--- config.mk ---
export PLATFORM = sky130hd
export DESIGN_NAME = mem_access_unit_flat
export DESIGN_NICKNAME = d
export VERILOG_FILES = /design/src/rtl/mem_access_unit_if.sv /design/src/rtl/mem_access_unit.sv /design/src/flat_wrapper.sv
export SDC_FILE = /design/constraint.sdc
export NUM_CORES = 1
export LEC_CHECK = 0
export ABC_AREA = 0
export CORE_ASPECT_RATIO = 0.8
export CORE_MARGIN = 1.5
export CORE_UTILIZATION = 45
export CTS_CLUSTER_SIZE = 12
export DETAILED_ROUTE_END_ITERATION = 6
export PLACE_DENSITY = 0.69
export SETUP_SLACK_MARGIN = 0.15
export SYNTH_ARGS = -nofsm -noshare
export SYNTH_HDL_FRONTEND = slang
export SYNTH_SLANG_ARGS = --single-unit
--- constraint.sdc ---
create_clock -name clock -period 3.9 [get_ports clock]
set_input_delay 0.78 -clock clock [delete_from_list [all_inputs] [get_ports clock]]
set_output_delay 0.78 -clock clock [all_outputs]
set_load 0.01 [all_outputs]
--- src/rtl/mem_access_unit_if.sv ---
// Bundle of the MEM-stage request/response and Memory-port signals of mem_access_unit.
// slave is the unit side; master is the pipeline/Memory side.
interface mem_access_unit_if;
    logic        req_valid;
    logic        req_ready;
    logic        req_we;
    logic [31:0] req_addr;
    logic [31:0] req_wdata;
    logic        rsp_valid;
    logic [31:0] rsp_rdata;
    logic        mem_ren;
    logic        mem_wen;
    logic [31:0] mem_addr;
    logic [31:0] mem_din;
    logic [31:0] mem_dout;
    logic        sb_empty;

    modport slave (
        input  req_valid, req_we, req_addr, req_wdata, mem_dout,
        output req_ready, rsp_valid, rsp_rdata, mem_ren, mem_wen, mem_addr, mem_din, sb_empty
    );

    modport master (
        output req_valid, req_we, req_addr, req_wdata, mem_dout,
        input  req_ready, rsp_valid, rsp_rdata, mem_ren, mem_wen, mem_addr, mem_din, sb_empty
    );
endinterface

--- src/rtl/mem_access_unit.sv ---
// MEM-stage access unit: store buffer with youngest-match load forwarding, draining
// one store per WR visit and servicing load misses with a single RD cycle.
module mem_access_unit #(
    parameter int DEPTH = 4
) (
    input  logic               clock,
    input  logic               reset,
    mem_access_unit_if.slave   bus
);
    localparam int AW = $clog2(DEPTH);

    localparam logic [1:0] IDLE = 2'd0;
    localparam logic [1:0] WR   = 2'd1;
    localparam logic [1:0] RD   = 2'd2;

    logic [1:0]    state_q, state_d;
    logic [AW:0]   count_q;
    logic [AW-1:0] head_q, tail_q;
    logic [31:0]   sb_addr_q [DEPTH];
    logic [31:0]   sb_data_q [DEPTH];
    logic [31:0]   ld_addr_q;
    logic [31:0]   rsp_rdata_q;
    logic          rsp_valid_q;

    logic          full, accept, push;
    logic [DEPTH-1:0] entry_live, entry_hit;
    logic          fwd_hit;
    logic [31:0]   fwd_data;
    logic [AW-1:0] fwd_idx;

    assign full   = (count_q == (AW+1)'(DEPTH));
    assign bus.req_ready = (state_q == IDLE) && !full;
    assign accept = bus.req_valid && bus.req_ready;
    assign push   = accept && bus.req_we;

    // An entry is live when its distance from head is below the occupancy count.
    generate
        for (genvar gi = 0; gi < DEPTH; gi++) begin : g_entry
            localparam logic [AW-1:0] IDX = AW'(gi);
            logic [AW-1:0] age;
            assign age            = IDX - head_q;
            assign entry_live[gi] = ({1'b0, age} < count_q);
            assign entry_hit[gi]  = entry_live[gi] && (sb_addr_q[gi] == bus.req_addr);
        end
    endgenerate

    // Scan oldest to youngest so the last match seen is the youngest store.
    always_comb begin
        fwd_hit  = 1'b0;
        fwd_data = '0;
        fwd_idx  = '0;
        for (int k = 0; k < DEPTH; k++) begin
            fwd_idx = head_q + AW'(k);
            if (entry_hit[fwd_idx]) begin
                fwd_hit  = 1'b1;
                fwd_data = sb_data_q[fwd_idx];
            end
        end
    end

    always_comb begin
        state_d = IDLE;
        case (state_q)
            IDLE: begin
                if (full)
                    state_d = WR;
                else if (accept && !bus.req_we && !fwd_hit)
                    state_d = RD;
                else if (!accept && count_q != '0)
                    state_d = WR;
                else
                    state_d = IDLE;
            end
            default: state_d = IDLE;
        endcase
    end

    always_ff @(posedge clock) begin
        if (reset) begin
            state_q     <= IDLE;
            count_q     <= '0;
            head_q      <= '0;
            tail_q      <= '0;
            ld_addr_q   <= '0;
            rsp_valid_q <= 1'b0;
            rsp_rdata_q <= '0;
        end else begin
            state_q     <= state_d;
            rsp_valid_q <= 1'b0;
            if (push) begin
                tail_q  <= tail_q + 1'b1;
                count_q <= count_q + 1'b1;
            end else if (state_q == WR) begin
                head_q  <= head_q + 1'b1;
                count_q <= count_q - 1'b1;
            end
            if (accept && !bus.req_we) begin
                if (fwd_hit) begin
                    rsp_valid_q <= 1'b1;
                    rsp_rdata_q <= fwd_data;
                end else begin
                    ld_addr_q <= bus.req_addr;
                end
            end
            if (state_q == RD) begin
                rsp_valid_q <= 1'b1;
                rsp_rdata_q <= bus.mem_dout;
            end
        end
    end

    always_ff @(posedge clock) begin
        if (push) begin
            sb_addr_q[tail_q] <= bus.req_addr;
            sb_data_q[tail_q] <= bus.req_wdata;
        end
    end

    // Memory strobes are masked by reset so an access caught by reset never lands.
    assign bus.mem_wen  = (state_q == WR) && !reset;
    assign bus.mem_ren  = (state_q == RD) && !reset;
    assign bus.mem_addr = bus.mem_wen ? sb_addr_q[head_q] :
                          bus.mem_ren ? ld_addr_q : '0;
    assign bus.mem_din  = bus.mem_wen ? sb_data_q[head_q] : '0;

    assign bus.sb_empty  = (count_q == '0);
    assign bus.rsp_valid = rsp_valid_q;
    assign bus.rsp_rdata = rsp_rdata_q;
endmodule

--- src/flat_wrapper.sv ---
// flat-port wrapper written by rule: the top's interface ports become plain ports
module mem_access_unit_flat 
#(
    parameter int DEPTH = 4
)
  (clock, reset, bus_req_valid, bus_req_we, bus_req_addr, bus_req_wdata, bus_mem_dout, bus_req_ready, bus_rsp_valid, bus_rsp_rdata, bus_mem_ren, bus_mem_wen, bus_mem_addr, bus_mem_din, bus_sb_empty);
  mem_access_unit_if bus_i ();
  input  logic clock;
  input  logic reset;
  input wire logic [$bits(bus_i.req_valid)-1:0] bus_req_valid;
  input wire logic [$bits(bus_i.req_we)-1:0] bus_req_we;
  input wire logic [$bits(bus_i.req_addr)-1:0] bus_req_addr;
  input wire logic [$bits(bus_i.req_wdata)-1:0] bus_req_wdata;
  input wire logic [$bits(bus_i.mem_dout)-1:0] bus_mem_dout;
  output wire logic [$bits(bus_i.req_ready)-1:0] bus_req_ready;
  output wire logic [$bits(bus_i.rsp_valid)-1:0] bus_rsp_valid;
  output wire logic [$bits(bus_i.rsp_rdata)-1:0] bus_rsp_rdata;
  output wire logic [$bits(bus_i.mem_ren)-1:0] bus_mem_ren;
  output wire logic [$bits(bus_i.mem_wen)-1:0] bus_mem_wen;
  output wire logic [$bits(bus_i.mem_addr)-1:0] bus_mem_addr;
  output wire logic [$bits(bus_i.mem_din)-1:0] bus_mem_din;
  output wire logic [$bits(bus_i.sb_empty)-1:0] bus_sb_empty;
  assign bus_i.req_valid = bus_req_valid;
  assign bus_i.req_we = bus_req_we;
  assign bus_i.req_addr = bus_req_addr;
  assign bus_i.req_wdata = bus_req_wdata;
  assign bus_i.mem_dout = bus_mem_dout;
  assign bus_req_ready = bus_i.req_ready;
  assign bus_rsp_valid = bus_i.rsp_valid;
  assign bus_rsp_rdata = bus_i.rsp_rdata;
  assign bus_mem_ren = bus_i.mem_ren;
  assign bus_mem_wen = bus_i.mem_wen;
  assign bus_mem_addr = bus_i.mem_addr;
  assign bus_mem_din = bus_i.mem_din;
  assign bus_sb_empty = bus_i.sb_empty;
  mem_access_unit #(.DEPTH(DEPTH)) u_core (.clock(clock), .reset(reset), .bus(bus_i));
endmodule
### Word level (Yosys, flattened, before mapping)

Memories as Yosys holds them, arrays and structs flattened. A register that Yosys moved wholly into a read port is not among the register bits.
Cells that the tools add are included.

* flip-flop bits (word level): 74
* memory bits (writable): 256
* input bits: 100
* output and inout port bits: 101
* logic and storage cells: 102
* memories: 2

* add/sub/neg operators: 10
* magnitude comparators: 8
* equality and inequality tests: 7
* multiplexer cells: 36
* bitwise gates (word level): 3
* reduce and logical (&&, ||, !) cells: 28

Memories
* u_core.sb_addr_q: depth 4, bits a word 32, rd ports 5, clocked after memory_dff 1, wr ports 1, line mem_access_unit.sv:19 `logic [31:0] sb_addr_q [DEPTH];`
* u_core.sb_data_q: depth 4, bits a word 32, rd ports 4, clocked after memory_dff 1, wr ports 1, line mem_access_unit.sv:20 `logic [31:0] sb_data_q [DEPTH];`

Operator list (number)
* $mux 32: 10
* $eq 32x32->1: 4
* $mux 1: 15
* $logic_and 1x1->1: 12
* $lt 2x3->1: 4
* $lt 2x3->1 const B: 4
* $mux 2: 5
* $bmux 1 s2: 4
* $mux 3: 2
* $reduce_and 2->1: 3
* $reduce_bool 2->1: 3
* $logic_not 1->1: 5
* $add 2x1->2 const B: 2
* $add 2x2->2 const B: 2
* $sub 1x2->2 const A: 2
* $sub 2x2->2 const A: 2
* $add 3x1->3 const B: 1
* $eq 3x3->1 const B: 1
* $logic_not 3->1: 1
* $not 1->1: 3
* $reduce_bool 3->1: 1
* $reduce_or 3->1: 1
* $sub 3x1->3 const B: 1
* $eq 2x1->1 const B: 1
* other kinds (3): 3

### Longest topological paths before layout

* word-level depth: 13
* mapped depth: 17
* gate-level depth less buffers: 11

### Worst setup path before layout

OpenSTA, ideal clock, no wires.

* path type: reg2reg
* start point: register u_core.head_q[1]
* end point: register u_core.rsp_rdata_q[0], in the netlist u_core.bus.rsp_rdata[0]
* library setup time: 124 ps
* arrival time: 3776 ps
* data required time: 3776 ps
* setup slack: 0 ps
* cell stages (with the launch flop): 18
* buffers on the path: 6
* clock period less this slack: 3900 ps
* cells stage by stage: dfxtp_1 > clkbuf_1 > clkbuf_1 > buf_2 > buf_1 > xnor2_1 > inv_1 > ha_1 > a21oi_1 > o211ai_1 > nor3_1 > nor4bb_1 > nor3_2 > buf_2 > buf_1 > o221ai_1 > a21oi_1 > a21oi_1

* longest elaborated chain between the ends: 12
* elaborated cells between the ends (all ways): 37
* classes of those cells: add/sub (7); order compare (4); mux (19); reduce/logical (6); memory (1)

RTL lines
* start: declaration: line mem_access_unit.sv:18 `logic [AW-1:0] head_q, tail_q;`
* start signal: assignment: line mem_access_unit.sv:94 `head_q <= head_q + 1'b1;`
* $sub 1x2->2 / $sub 2x2->2 (equally long branches): line mem_access_unit.sv:41 `assign age = IDX - head_q;`
* $lt 2x3->1: line mem_access_unit.sv:42 `assign entry_live[gi] = ({1'b0, age} < count_q);`
* $logic_and 1x1->1: line mem_access_unit.sv:43 `assign entry_hit[gi] = entry_live[gi] && (sb_addr_q[gi] == bus.req_addr);`
* $bmux 1 s2: line mem_access_unit.sv:54 `if (entry_hit[fwd_idx]) begin`
* $mux 1 (not written as such): line mem_access_unit.sv:54
* $mux 32 (4 in a row): line mem_access_unit.sv:54
* $mux 32: line mem_access_unit.sv:98 `if (fwd_hit) begin`
* $mux 32: line mem_access_unit.sv:97 `if (accept && !bus.req_we) begin`
* $mux 32: line mem_access_unit.sv:105 `if (state_q == RD) begin`
* end signal: assignment: line mem_access_unit.sv:100 `rsp_rdata_q <= fwd_data;`
* end signal: assignment: line mem_access_unit.sv:107 `rsp_rdata_q <= bus.mem_dout;`
* end: declaration: line mem_access_unit.sv:22 `logic [31:0] rsp_rdata_q;`

Parallel ways exist; a longest one is shown, timed or not. The select of a mux whose other input is x is not followed.
A chain may end at the register's enable or synchronous reset.

### Worst setup path in the final report

* start point: input port bus_req_addr[2]
* end point: register u_core.rsp_rdata_q[8], in the netlist u_core.bus.rsp_rdata[8]

* longest elaborated chain between the ends: 11
* elaborated cells between the ends (all ways): 29
* classes of those cells: eq/ne (4); mux (19); reduce/logical (6)

RTL lines
* start: declaration: line flat_wrapper.sv:12 `input wire logic [$bits(bus_i.req_addr)-1:0] bus_req_addr;`
* $eq 32x32->1: line mem_access_unit.sv:43
* $logic_and 1x1->1: line mem_access_unit.sv:43
* $bmux 1 s2: line mem_access_unit.sv:54
* $mux 1 (not written as such): line mem_access_unit.sv:54
* $mux 32 (4 in a row): line mem_access_unit.sv:54
* $mux 32: line mem_access_unit.sv:98
* $mux 32: line mem_access_unit.sv:97
* $mux 32: line mem_access_unit.sv:105

Parallel ways exist; a longest one is shown, timed or not. The select of a mux whose other input is x is not followed.

==> run_results.csv <==
group,metric,value,unit
synth,synth_top_area_share,44.41,%
run,maxCapViolCount,0,
power_and_ir_drop,p_int,7.170,mW
timing,hold_viol,0,
synth,synth_fp_nets,1438,
die,ios,201,
critical_path,path_buf_inv,2,
power_and_ir_drop,p_clk_share,32.8,%
global_route,grt_pass1_vias,12790,
final_layout,fin_nets,1668,
timing,slew_violations,0,
power_and_ir_drop,switching_share,28.18,%
cts,cts-htree-levels,2,
timing,fmax,0.2793,GHz
cts,clockRootBuffer,"clkbuf_16",
critical_path,cp_slowest_stage_delay,0.60,ns
die,core,38040,sq um
final_layout,area_growth,24.89,%
timing,fin_ws,0.3191,ns
status,status,"finished, final reports clean",
power_and_ir_drop,p_seq_share,43.3,%
route,post-route-drc-count,0,
global_route,antenna_found_initial,0,
die,die_area,39660,sq um
synth,synth_warnings,0,
route,met2_length,23100,um
cts,cts_tree,"built",
timing,relSlewSlack,31.00,%
synth,yosys-top-cells-area,"edfxtp_1, mux2i_1, dfxtp_1",
die,initial_core_util,45.51,%
global_route,grt_util_all_layers,24.69,%
timing,setup_viol,0,
placed_design,place_ws,-0.3468,ns
route,drt_iter0_drc,1126,
route,met3_length,4000,um
power_and_ir_drop,ir_worst_vdd,340.9,uV
placed_design,portBuffers,200,
synth,synth-seq-cells,332,
synth,synthArstFlopShare,0,%
die,row_count,64,
route,ant_nets,0,
route,drt-met1-wl,21590,um
critical_path,startpoint_type,"primary input",
critical_path,worstSetupEndpointType,"flip-flop",
critical_path,crit_slowest_cell,"clkdlybuf4s50_1",
cts,cts_buffers,37,
route,via_count,12750,
timing,period_needed,3.581,ns
cts,clkTransAtPathRegs,0.06,ns
critical_path,path_class,"in2reg",
global_route,grt_max_degree,65,
synth,synth_cell_type_count,53,
die,dieHeight,178.4,um
route,drt-total-wl,49590,um
timing,finalClockSkew,0.02299,ns
route,wl_per_cell,23.82,um
power_and_ir_drop,p_sw,2.814,mW
global_route,gr-total-overflow,0,
placed_design,dp_hpwl,31140,um
synth,synthFlopType,"edfxtp_1",
synth,syn_avg_cell_area,13.02,sq um
synth,yosysTopAreaCell,"edfxtp_1",
critical_path,crit_family,"simple AND/OR/NAND/NOR gates",
final_layout,antenna_cells,0,
timing,tns,0,ns
power_and_ir_drop,cellPowerDensity,461.8,nW/um^2
timing,worst_slew_pin_slew,1.035,ns
timing,period_share,91.82,%
cts,cts_resized,0,
critical_path,crit_chain,"clkdlybuf4s50_1, xor2_1, nor4_1, nand4_1, or3_4, mux2_4, or2_1, buf_12, o221ai_1, a22oi_1, a21oi_1",
final_layout,drive_above_1_share,16.01,%
worst_hold_path,hold_class,"reg2reg",
synth,yosysSeqAreaShare,53.20,%
cts,cts_buffer_depth,3,
synth,synth_edf_count,256,
timing,rsz0062_at_grt,"no",
power_and_ir_drop,pwr-share-comb,24.0,%
cts,clock_latency,0.53,ns
cts,cts.sinks,332,
route,viasPerCell,6.124,
route,firstDrtPassIters,6,
synth,synth_area,17310,sq um
cts,cts_setup_buffers,0,
placed_design,place.gp.congestion,0.8371,
route,routed.top_layer,"met4",
critical_path,cp_max_fo,32,
global_route,grt_pass1_wl,74930,um
die,die_w,222.3,um
power_and_ir_drop,leakage,7.309,nW
synth,netlist_instances,1329,
critical_path,arrival,4.02,ns
critical_path,crit_required,4.34,ns
cts,cts_hold_buf,0,
## kinds of logic (layout without fill, tap and decap cells)
group | Yosys count | after routing | share of synthesized area (%)
AOI/OAI and AO/OA | 260 | 260 | 11.45
DFF | 332 | 332 | 53.20
muxes | 219 | 219 | 17.33
xor gates and xnor gates | 134 | 134 | 6.780
adders and majority gates | 9 | 9 | 0.6940
buffers and inverters | 135 | 393 | 3.455
and+or+nand+nor | 240 | 240 | 7.091
## Yosys cell counts (2+ instances only)
master and count:
mux4_2 64, clkbuf_1 83, xor2_1 98, nand2_1 13, or4_1 2, a21oi_1 58
o211ai_1 26, nor4_1 23, inv_1 6, a22oi_1 11, o221ai_1 52, a21o_1 10
buf_2 28, dfxtp_1 76, and2_1 46, nand4_1 11, edfxtp_1 256, o21ai_0 2
o31ai_1 21, mux2i_1 153, ha_1 8, nand2b_1 5, a221oi_1 31, xnor2_1 36
a222oi_1 10, nor2b_1 3, nand3_1 23, buf_1 9, nor3_1 6, a22o_1 32
nor2_1 97, nor4_2 3, buf_6 7
## layout make-up
| type | count | area (sq um) |
|---|---|---|
| well taps | 495 | 619.3 |
| clock buffers | 56 | 1060 |
| multi-input cells | 862 | 7548 |
| inverters | 7 | 26.28 |
| fillers | 3057 | 16420 |
| clock inverters | 11 | 55.05 |
| repair buffers | 319 | 3090 |
| flip-flops and latches | 332 | 9218 |
## worst register-to-register path, delay by kind of cell (launching register included)
family / cells / cell delay, ns
fa+ha+maj: 1 / 0.37
simple gates: 4 / 1.51
buf+inv: 1 / 0.19
flops: 1 / 0.36
compound gates: 4 / 0.72
## through the flow
stage	hold WS, ns	instances	cell area [sq um]	util (%)	total power [mW]
global route	0.5248	2082	21620	56.83	10.37
CTS	0.5040	2082	21610	56.83	10.04
global placement	0.4732	2015	20500	53.89	6.745
detailed placement	0.4886	2015	20500	53.89	6.780
floorplan	0.4638	1329	17310	-	5.847
finish	0.5012	2082	21620	56.83	9.983
## sequential cells by signal, indices dropped and copies added (netlist names), named ones only
register / count
u_core.bus.rsp_rdata: 32
u_core.sb_data_q: 128
u_core.tail_q: 2
u_core.count_q: 3
u_core.ld_addr_q: 32
u_core.state_q: 2
u_core.sb_addr_q: 128
u_core.head_q: 2
u_core.bus.rsp_valid: 1
## power by group through the flow
stage / sequential, mW / combinational, mW / clock [mW]
3_3_place_gp: 4.37 / 2.37 / 0
4_1_cts: 4.31 / 2.41 / 3.32
2_1_floorplan: 4.34 / 1.51 / 0
6_report: 4.32 / 2.39 / 3.27
5_1_grt: 4.35 / 2.57 / 3.45
3_5_place_dp: 4.39 / 2.39 / 0
## layer usage
metal,vias up,GRT usage (%)
met5,-,0
met2,609,38.83
met3,77,4.052
met4,0,8.048
li1,5669,-
met1,6396,35.01
## worst paths after layout
check                                    startpoint                 endpoint  slack [ns]  cells past startpoint
worst max-delay path                bus_req_addr[2]  u_core.bus.rsp_rdata[8]        0.32                     11
worst min-delay path            u_core.ld_addr_q[4]      u_core.ld_addr_q[4]        0.50                      2
worst max register to register     u_core.head_q[1]  u_core.bus.rsp_rdata[5]        0.67                     10
worst min register to register  u_core.ld_addr_q[4]      u_core.ld_addr_q[4]        0.50                      2
## placed cells by master, fill, tap and decap left out, drive strengths merged, types with 11 or more instances in the layout
| master | n |
|---|---|
| o211ai | 26 |
| o31ai | 21 |
| nor4 | 26 |
| a22o | 32 |
| and2 | 46 |
| buf | 120 |
| a21oi | 58 |
| xnor2 | 36 |
| nand4 | 11 |
| clkbuf | 56 |
| clkdlybuf4s50 | 199 |
| nand2 | 13 |
| nor2 | 97 |
| a221oi | 31 |
| o221ai | 53 |
| nand3 | 23 |
| mux2i | 153 |
| edfxtp | 256 |
| a22oi | 11 |
| xor2 | 98 |
| dfxtp | 76 |
| mux4 | 64 |
(Power assumes the default switching activity.)
